$ cat config.mk
export PLATFORM = sky130hd
export DESIGN_NAME = nonce_dispatcher_flat
export DESIGN_NICKNAME = d
export VERILOG_FILES = /design/src/rtl/miner_pkg.sv /design/src/rtl/nonce_dispatcher_if.sv /design/src/rtl/nonce_dispatcher_prio_first.sv /design/src/rtl/nonce_dispatcher.sv /design/src/flat_wrapper.sv
export SDC_FILE = /design/constraint.sdc
export NUM_CORES = 1
export LEC_CHECK = 0
export CAP_MARGIN = 20
export CORE_MARGIN = 4
export CORE_UTILIZATION = 30
export CTS_CLUSTER_DIAMETER = 60
export DETAILED_ROUTE_END_ITERATION = 10
export DONT_BUFFER_PORTS = 1
export GPL_ROUTABILITY_DRIVEN = 0
export PLACE_DENSITY = 0.45
export SLEW_MARGIN = 10
export SYNTH_ARGS = -nofsm -noshare
export SYNTH_HDL_FRONTEND = slang
export SYNTH_HIERARCHICAL = 1
export SYNTH_SLANG_ARGS = --single-unit
$ cat constraint.sdc
create_clock -name clk -period 5.62 [get_ports clk]
set_clock_uncertainty 0.1 [all_clocks]
set_input_delay 0 -clock clk [delete_from_list [all_inputs] [get_ports clk]]
set_output_delay 0 -clock clk [all_outputs]
set_load 0.005 [all_outputs]
$ cat src/rtl/miner_pkg.sv
// rtl/miner_pkg.sv - shared types and constants for the nonce dispatcher
package miner_pkg;

    localparam int NONCE_W = 32;

    typedef enum logic [1:0] {
        S_IDLE,
        S_RUN,
        S_DRAIN,
        S_DONE
    } sched_state_t;

    function automatic int idx_w(input int n);
        return (n > 1) ? $clog2(n) : 1;
    endfunction

endpackage

$ cat src/rtl/nonce_dispatcher_if.sv
// rtl/nonce_dispatcher_if.sv - dispatcher-to-mining-core bundle
interface nonce_dispatcher_if #(
    parameter int NCORES = 4
);
    logic [NCORES-1:0]    core_start;
    logic [NCORES*32-1:0] core_base;
    logic                 core_abort;
    logic [NCORES-1:0]    core_busy;
    logic [NCORES-1:0]    core_found;
    logic [NCORES*32-1:0] core_nonce;

    modport master (
        output core_start, core_base, core_abort,
        input  core_busy, core_found, core_nonce
    );

    modport slave (
        input  core_start, core_base, core_abort,
        output core_busy, core_found, core_nonce
    );
endinterface

$ cat src/rtl/nonce_dispatcher_prio_first.sv
// rtl/nonce_dispatcher_prio_first.sv - lowest-set-bit encoder (valid + index)
module prio_first #(
    parameter int N  = 4,
    parameter int IW = (N > 1) ? $clog2(N) : 1
) (
    input  logic [N-1:0]  i_req,
    output logic          o_valid,
    output logic [IW-1:0] o_idx
);

    always_comb begin
        o_valid = |i_req;
        o_idx   = '0;
        // Walking downwards lets the lowest set bit overwrite higher ones.
        for (int i = N - 1; i >= 0; i--) begin
            if (i_req[i]) o_idx = IW'(i);
        end
    end

endmodule

$ cat src/rtl/nonce_dispatcher.sv
// rtl/nonce_dispatcher.sv - splits the nonce space into chunks and schedules them over the cores
module nonce_dispatcher
    import miner_pkg::*;
#(
    parameter int NCORES     = 4,
    parameter int CHUNK_LOG2 = 20
) (
    input  logic               clk,
    input  logic               rst,
    input  logic               job_start,
    input  logic               job_abort,
    output logic               busy,
    output logic               done,
    output logic               found,
    output logic [NONCE_W-1:0] found_nonce,
    output logic               exhausted,
    nonce_dispatcher_if.master cores
);

    localparam int CW = 33 - CHUNK_LOG2;
    localparam int IW = idx_w(NCORES);

    sched_state_t                   r_state;
    sched_state_t                   w_next;
    logic [CW-1:0]                  r_cnt;
    logic [NCORES-1:0]              r_launched;
    logic [NCORES-1:0]              r_start;
    logic [NCORES-1:0][NONCE_W-1:0] r_base;
    logic                           r_abort;
    logic                           r_found;
    logic [NONCE_W-1:0]             r_found_nonce;
    logic                           r_exhausted;

    logic [NCORES-1:0]              w_idle;
    logic                           w_all_idle;
    logic                           w_chunks_left;
    logic                           w_idle_v;
    logic [IW-1:0]                  w_idle_idx;
    logic                           w_found_v;
    logic [IW-1:0]                  w_found_idx;
    logic [NCORES-1:0][NONCE_W-1:0] w_nonce;
    logic [NONCE_W-1:0]             w_base;
    logic [NCORES-1:0]              w_start_vec;
    logic                           w_accept;
    logic                           w_dispatch;
    logic                           w_set_found;
    logic                           w_abort;
    logic                           w_set_exh;

    assign w_idle        = ~r_launched & ~cores.core_busy;
    assign w_all_idle    = &w_idle;
    // The counter runs one bit past the chunk index, so its MSB marks "all chunks handed out".
    assign w_chunks_left = ~r_cnt[CW-1];
    assign w_nonce       = cores.core_nonce;
    // The dispatch that accompanies job acceptance always hands out chunk 0.
    assign w_base        = w_accept ? '0 : {r_cnt[CW-2:0], {CHUNK_LOG2{1'b0}}};
    assign w_start_vec   = w_dispatch ? (NCORES'(1) << w_idle_idx) : '0;

    prio_first #(.N(NCORES), .IW(IW)) u_idle_sel (
        .i_req   (w_idle),
        .o_valid (w_idle_v),
        .o_idx   (w_idle_idx)
    );

    prio_first #(.N(NCORES), .IW(IW)) u_found_sel (
        .i_req   (cores.core_found),
        .o_valid (w_found_v),
        .o_idx   (w_found_idx)
    );

    always_comb begin
        w_next      = r_state;
        w_accept    = 1'b0;
        w_dispatch  = 1'b0;
        w_set_found = 1'b0;
        w_abort     = 1'b0;
        w_set_exh   = 1'b0;
        case (r_state)
            S_IDLE: begin
                if (job_start) begin
                    w_accept   = 1'b1;
                    w_dispatch = w_idle_v;
                    w_next     = S_RUN;
                end
            end
            S_RUN: begin
                if (w_found_v) begin
                    w_set_found = 1'b1;
                    w_abort     = 1'b1;
                    w_next      = S_DRAIN;
                end else if (job_abort) begin
                    w_abort = 1'b1;
                    w_next  = S_DRAIN;
                end else if (w_chunks_left && w_idle_v) begin
                    w_dispatch = 1'b1;
                end else if (!w_chunks_left && w_all_idle) begin
                    w_set_exh = 1'b1;
                    w_next    = S_DONE;
                end
            end
            S_DRAIN: begin
                if (w_all_idle) w_next = S_DONE;
            end
            S_DONE:  w_next = S_IDLE;
            default: w_next = S_IDLE;
        endcase
    end

    always_ff @(posedge clk or posedge rst) begin
        if (rst) begin
            r_state       <= S_IDLE;
            r_cnt         <= '0;
            r_launched    <= '0;
            r_start       <= '0;
            r_base        <= '0;
            r_abort       <= 1'b0;
            r_found       <= 1'b0;
            r_found_nonce <= '0;
            r_exhausted   <= 1'b0;
        end else begin
            r_state    <= w_next;
            r_start    <= w_start_vec;
            r_abort    <= w_abort;
            r_launched <= (r_launched & ~cores.core_busy) | w_start_vec;
            for (int i = 0; i < NCORES; i++) begin
                if (w_start_vec[i]) r_base[i] <= w_base;
            end
            if (w_accept) begin
                r_cnt         <= w_dispatch ? CW'(1) : '0;
                r_found       <= 1'b0;
                r_found_nonce <= '0;
                r_exhausted   <= 1'b0;
            end else begin
                if (w_dispatch) r_cnt <= r_cnt + CW'(1);
                if (w_set_found) begin
                    r_found       <= 1'b1;
                    r_found_nonce <= w_nonce[w_found_idx];
                end
                if (w_set_exh) r_exhausted <= 1'b1;
            end
        end
    end

    assign busy             = (r_state == S_RUN) || (r_state == S_DRAIN);
    assign done             = (r_state == S_DONE);
    assign found            = r_found;
    assign found_nonce      = r_found_nonce;
    assign exhausted        = r_exhausted;
    assign cores.core_start = r_start;
    assign cores.core_base  = r_base;
    assign cores.core_abort = r_abort;

endmodule
$ cat src/flat_wrapper.sv
// flat-port wrapper written by rule: the top's interface ports become plain ports
module nonce_dispatcher_flat import miner_pkg::*;
#(
    parameter int NCORES     = 4,
    parameter int CHUNK_LOG2 = 20
)
  (clk, rst, job_start, job_abort, busy, done, found, found_nonce, exhausted, cores_core_start, cores_core_base, cores_core_abort, cores_core_busy, cores_core_found, cores_core_nonce);
  nonce_dispatcher_if #(.NCORES(NCORES)) cores_i ();
  input  logic clk;
  input  logic rst;
  input  logic job_start;
  input  logic job_abort;
  output logic busy;
  output logic done;
  output logic found;
  output logic [NONCE_W-1:0] found_nonce;
  output logic exhausted;
  output wire logic [$bits(cores_i.core_start)-1:0] cores_core_start;
  output wire logic [$bits(cores_i.core_base)-1:0] cores_core_base;
  output wire logic [$bits(cores_i.core_abort)-1:0] cores_core_abort;
  input wire logic [$bits(cores_i.core_busy)-1:0] cores_core_busy;
  input wire logic [$bits(cores_i.core_found)-1:0] cores_core_found;
  input wire logic [$bits(cores_i.core_nonce)-1:0] cores_core_nonce;
  assign cores_core_start = cores_i.core_start;
  assign cores_core_base = cores_i.core_base;
  assign cores_core_abort = cores_i.core_abort;
  assign cores_i.core_busy = cores_core_busy;
  assign cores_i.core_found = cores_core_found;
  assign cores_i.core_nonce = cores_core_nonce;
  nonce_dispatcher #(.NCORES(NCORES), .CHUNK_LOG2(CHUNK_LOG2)) u_core (.clk(clk), .rst(rst), .job_start(job_start), .job_abort(job_abort), .busy(busy), .done(done), .found(found), .found_nonce(found_nonce), .exhausted(exhausted), .cores(cores_i));
endmodule
==> Word level (Yosys, flattened, before mapping) <==
Index checks and enable logic that the tools add are counted.
{ "classes": {"add_sub_neg": 1, "multipliers": 0, "div": 0, "magnitude_cmp": 1, "n_eq_ne": 7, "shift": 1, "muxes": 45, "bitwise": 6, "n_reduce_logical": 11} }
{ "op_table": {"columns": ["cell", "n"], "rows": [
  ["$mux W32", 4],
  ["$bmux W32 S2", 1],
  ["$mux W2", 14],
  ["$mux W13", 2],
  ["$mux W1", 21],
  ["$add A13 B1 Y13 const B", 1],
  ["$and A4 B4 Y4", 2],
  ["$not A4 Y4", 2],
  ["$pmux W2 S4", 1],
  ["$reduce_and A4 Y1", 2],
  ["$reduce_or A4 Y1", 2],
  ["$reduce_bool A2 Y1", 3],
  ["$eq A2 B2 Y1 const B", 2],
  ["$mux W4", 1],
  ["$ne A4 B3 Y1 const B", 1],
  ["$ne A4 B4 Y1 const B", 1],
  ["$or A4 B4 Y4", 1],
  ["$shl A1 B2 Y4 const A", 1],
  ["$lt A2 B3 Y1 const B", 1],
  ["$eq A2 B1 Y1 const B", 1],
  ["$logic_and A1 B1 Y1", 2],
  ["$logic_not A2 Y1", 1],
  ["$ne A2 B1 Y1 const B", 1],
  ["$ne A2 B2 Y1 const B", 1],
  ["other kinds (3)", 3]
]} }
{ "word_totals": {"reg_bits": 186, "latch_bits": 0, "ramBits": 0, "rom_bits": 0, "in_bits": 140, "out_inout_bits": 169, "word_cells": 84, "mem_count": 0} }

==> Longest topological paths before layout <==
{ "logic_depth": {"word_depth": 11, "depth_mapped": 9, "mapped_depth_nobuf": 7} }

==> By module <==
The synthesis kept the hierarchy.
{ "by_module_without_submodules": {"columns": ["mod", "n_inst", "cells_per_inst", "area_each_um2", "seq_area_each_um2"], "rows": [
  ["nonce_dispatcher", 1, 562, 5624.1, 2652.5],
  ["prio_first", 2, 7, 35.0, 0.0]
]} }

==> Worst setup path after synthesis <==
No wires, ideal clock.
{ "synth_path": {"path_type": "register to register", "startpoint": "register u_core.r_state[1]", "endpoint": "register u_core.r_cnt[11]", "setup_time_ns": 0.078, "t_arrival_ns": 2.064, "t_required_ns": 5.442, "setup_slack_ns": 3.378, "stages_incl_launch_ff": 8, "path_buffers": 1, "synth_period_minus_slack_ns": 2.242, "path_cell_list": "dfrtp_1 > inv_1 > ha_1 > or4b_1 > buf_2 > a21o_1 > or4_1 > a21oi_1"} }
{ "synth_via": {"elab_chain_len": 3, "elab_cells_between_ends": 6, "cone_classes": "1 x eq/ne; 3 x mux; 2 x reduce/logical"} }
{ "synth_rtl": {"columns": ["element", "line", "text"], "rows": [
  ["start, declared", "nonce_dispatcher.sv:23", "sched_state_t r_state;"],
  ["start signal, assigned", "nonce_dispatcher.sv:121", "r_state <= w_next;"],
  ["$eq A2 B1 Y1 / $logic_not A2 Y1 (equally long branches)", "nonce_dispatcher.sv:78", "case (r_state)"],
  ["$pmux W1 S2 / $mux W1 (equally long branches)", "nonce_dispatcher.sv:78", null],
  ["$reduce_bool A2 Y1 (no source line) / $mux W13 (equally long branches)", null, null],
  ["end signal, assigned", "nonce_dispatcher.sv:129", "r_cnt <= w_dispatch ? CW'(1) : '0;"],
  ["end signal, assigned", "nonce_dispatcher.sv:134", "if (w_dispatch) r_cnt <= r_cnt + CW'(1);"],
  ["end, declared", "nonce_dispatcher.sv:25", "logic [CW-1:0] r_cnt;"]
]} }
Several ways; a longest one is shown, not always the timed one.
A chain may end at the register's enable or synchronous reset.

==> Final worst setup path <==
{ "layout_path": {"startpoint": "register u_core.r_state[1]", "endpoint": "register u_core.r_base (netlist bit u_core/cores.core_base[120])"} }
{ "layout_via": {"elab_chain_len": 3, "elab_cells_between_ends": 6, "cone_classes": "1 x eq/ne; 4 x mux; 1 x reduce/logical"} }
{ "layout_rtl": {"columns": ["element", "line", "text"], "rows": [
  ["$eq A2 B1 Y1 / $logic_not A2 Y1 (equally long branches)", "nonce_dispatcher.sv:78", null],
  ["$pmux W1 S2 / $mux W1 (equally long branches)", "nonce_dispatcher.sv:78", null],
  ["$mux W4 / $mux W32 (equally long branches)", "nonce_dispatcher.sv:57, nonce_dispatcher.sv:56", null],
  ["end signal, assigned by index", "nonce_dispatcher.sv:126", "if (w_start_vec[i]) r_base[i] <= w_base;"],
  ["end, declared", "nonce_dispatcher.sv:28", "logic [NCORES-1:0][NONCE_W-1:0] r_base;"]
]} }
Several ways; a longest one is shown, not always the timed one.

==> flow_summary_export.csv <==
group,metric,value,unit
hold_path,worstHoldStart,"cores_core_nonce[31]",
timing,rsz0062_at_grt,"no",
synth,async_flop_share,1.000,
hold_path,whs_endpoint,"u_core/found_nonce[31]",
clocking,clk_pin_slew_worst_paths,70,ps
timing,period_share,0.5003,
placement,numPortBuffers,0,
synth,syn_inst,576,
cells_and_area,postLayoutCellArea,6660,um^2
clocking,clock_path_buffers,2,
clocking,cts_resized,0,
grt,grt_pass1_vias,4197,
cells_and_area,synthToLayoutAreaGrowth,16.96,%
critical_path,worstPathArrival,2900,ps
cells_and_area,layout_commonest_cell,"nand2_1",
timing,layout_min_cycle_time,2812,ps
timing,setup_viol,0,
timing,hold_viol,0,
detailed_routing,avgRoutedWirePerCell,17.03,um
critical_path,rr_worst_depth,6,
synth,synth_area_per_cell,9.886,um^2
critical_path,endpoint_kind,"register",
hold_path,hp-class,"input port to register",
power,powerDensity,353.1,nW/um^2
timing,fmax,355.6,MHz
detailed_routing,first_iter_violations,175,
status,outcome,"complete, no violations",
grt,grt_max_degree,72,
critical_path,rr_endpoint,"u_core/cores.core_base[120]",
clocking,cts_sinks,106,
clocking,root_buffer,"clkbuf_16",
floorplanning,core-area,18710,um^2
timing,tns,0,ps
critical_path,reg2reg_slack,2810,ps
clocking,clock_latency,340,ps
detailed_routing,postRouteAntennaNets,0,
clocking,hold_buffers,70,
clocking,tritoncts,"done",
clocking,postCtsSetupBuffers,0,
placement,place_ws,2732,ps
placement,dpl.hpwl,11210,um
clocking,htree_levels,3,
timing,fin_ws,2808,ps
synth,ys_seq_area_frac,0.4658,
critical_path,setup.worst_path.class,"register to register",
synth,synth_cell_types,40,
clocking,cts_inserted_buffers,9,
synth,synth_seq_cells,106,
timing,worst_pin_slew,1004,ps
critical_path,r2r_start,"u_core/r_state[1]",
flow_run,max_cap_violations,0,
critical_path,crit_fanout,26,
floorplanning,rows,50,
cells_and_area,n_fill_cell,1909,
synth,yosysWarnings,6,
timing,drv_slew,0,
cells_and_area,drive_gt1_frac,0.1038,
floorplanning,io_pins,309,
power,p_leak,2.885,nW
hold_path,hold_depth,3,
detailed_routing,vias,4060,
critical_path,cp-start-kind,"register",
floorplanning,start_util,0.3044,
grt,grt_pass1_wl,23590,um
floorplanning,fp.dieH,145.8,um
detailed_routing,firstDrtPassIters,4,
synth,synth_edf_count,0,
cells_and_area,layout_common_cells,"nand2_1, dfrtp_1, conb_1",
detailed_routing,totalWireLength,14820,um
cells_and_area,utilization,0.3561,
critical_path,crit_required,5710,ps
cells_and_area,final_nets,776,
detailed_routing,viasPerCell,4.667,
grt,gr-total-overflow,0,
grt,grtUsageTotal,0.1374,
synth,synth_area,5694,um^2
timing,maxSlewHeadroom,0.3306,
synth,ys.flop_type,"dfrtp_1",
cells_and_area,n_antenna_cell,0,
floorplanning,die_area,21250,um^2
power,ir_worst_vdd,0.1305,mV
detailed_routing,drc,0,
placement,place_area,5633,um^2
grt,antenna_found_initial,0,
floorplanning,die_w,145.8,um
[layout make-up]
cell class | instances | area [um^2] | area share
clock buffers | 12 | 256.5 | 0.03851
clock inverters | 4 | 55.05 | 0.008266
inverters | 21 | 81.33 | 0.01221
multi-input cells | 416 | 2554 | 0.3834
flip-flops and latches | 106 | 2653 | 0.3983
well taps | 234 | 292.8 | 0.04396
repair buffers | 77 | 768.2 | 0.1153
[state kept, by name (all words and copies together) (netlist names)]
signal	cells
u_core/r_cnt	13
u_core/exhausted	1
u_core/cores.core_base	48
u_core/cores.core_start	4
u_core/r_launched	4
u_core/found_nonce	32
u_core/cores.core_abort	1
u_core/r_state	2
u_core/found	1
[how the worst max path moves through the flow]
stage | startpoint | to | slack (ps)
after global placement | u_core/r_state[1] | u_core/cores.core_base[28] | 2870
after CTS | u_core/r_state[1] | u_core/cores.core_base[30] | 2700
after floorplan | rst | u_core/cores.core_abort | 2730
after global routing | u_core/r_state[1] | u_core/cores.core_base[124] | 2450
final | u_core/r_state[1] | u_core/cores.core_base[120] | 2810
after detailed placement | u_core/r_state[1] | u_core/cores.core_base[30] | 2730
[per-layer routing]
layer / vias to the layer above / GRT usage / wire (um)
met3: 10 / 0.04516 / 1286
met5: - / 0 / 0
met4: 0 / 0.03941 / 153
met2: 187 / 0.2501 / 7790
met1: 1954 / 0.1530 / 5590
li1: 1909 / - / -
[cell usage after synthesis, types with 5 or more instances]
| library cell | count | area, um^2 |
|---|---|---|
| nand3_1 | 6 | 30.03 |
| mux4_2 | 32 | 720.7 |
| ha_1 | 5 | 62.56 |
| nand2_1 | 135 | 506.7 |
| nor2_1 | 19 | 71.32 |
| buf_1 | 5 | 18.77 |
| o21ai_0 | 55 | 275.3 |
| a21oi_1 | 39 | 195.2 |
| dfrtp_1 | 106 | 2653 |
| inv_1 | 21 | 78.83 |
| clkbuf_1 | 23 | 86.33 |
| buf_4 | 80 | 600.6 |
| a211oi_1 | 5 | 37.54 |
[metrics by stage]
step | total power, W | hold slack, ps | cells
floorplan | 0.001515 | -3.551 | 655
global placement | 0.001629 | -152.2 | 782
detailed placement | 0.001658 | -148.5 | 783
CTS | 0.002393 | 1.078 | 869
global route | 0.002525 | 49.96 | 870
finish | 0.002352 | 14.93 | 870
[worst max-delay path: stages (launching register included)]
cell and delay (ps):
dfrtp_1 430, inv_1 90, ha_1 240, nor4b_2 760, o2111ai_2 670, nand2_1 250
o21ai_0 100
[power breakdown]
part | internal (W) | switching [W] | leakage [nW]
clock | 0.000374 | 0.000289 | 0.150
sequential | 0.000934 | 0.000162 | 1.43
combinational | 0.000250 | 0.000344 | 1.30
[cell families (layout without fill, tap and decap cells)]
group           Yosys count  after routing  share of synthesized area
buf+inv                 133            114                     0.1413
compound gates          115            115                     0.1156
other cells               1             80                  0.0006586
flops                   106            106                     0.4658
mux                      34             34                     0.1303
simple gates            177            177                     0.1277
xor+xnor                  5              5                   0.007690
fa+ha+maj                 5              5                    0.01099
No activity file was read; power rests on OpenSTA's default activity.
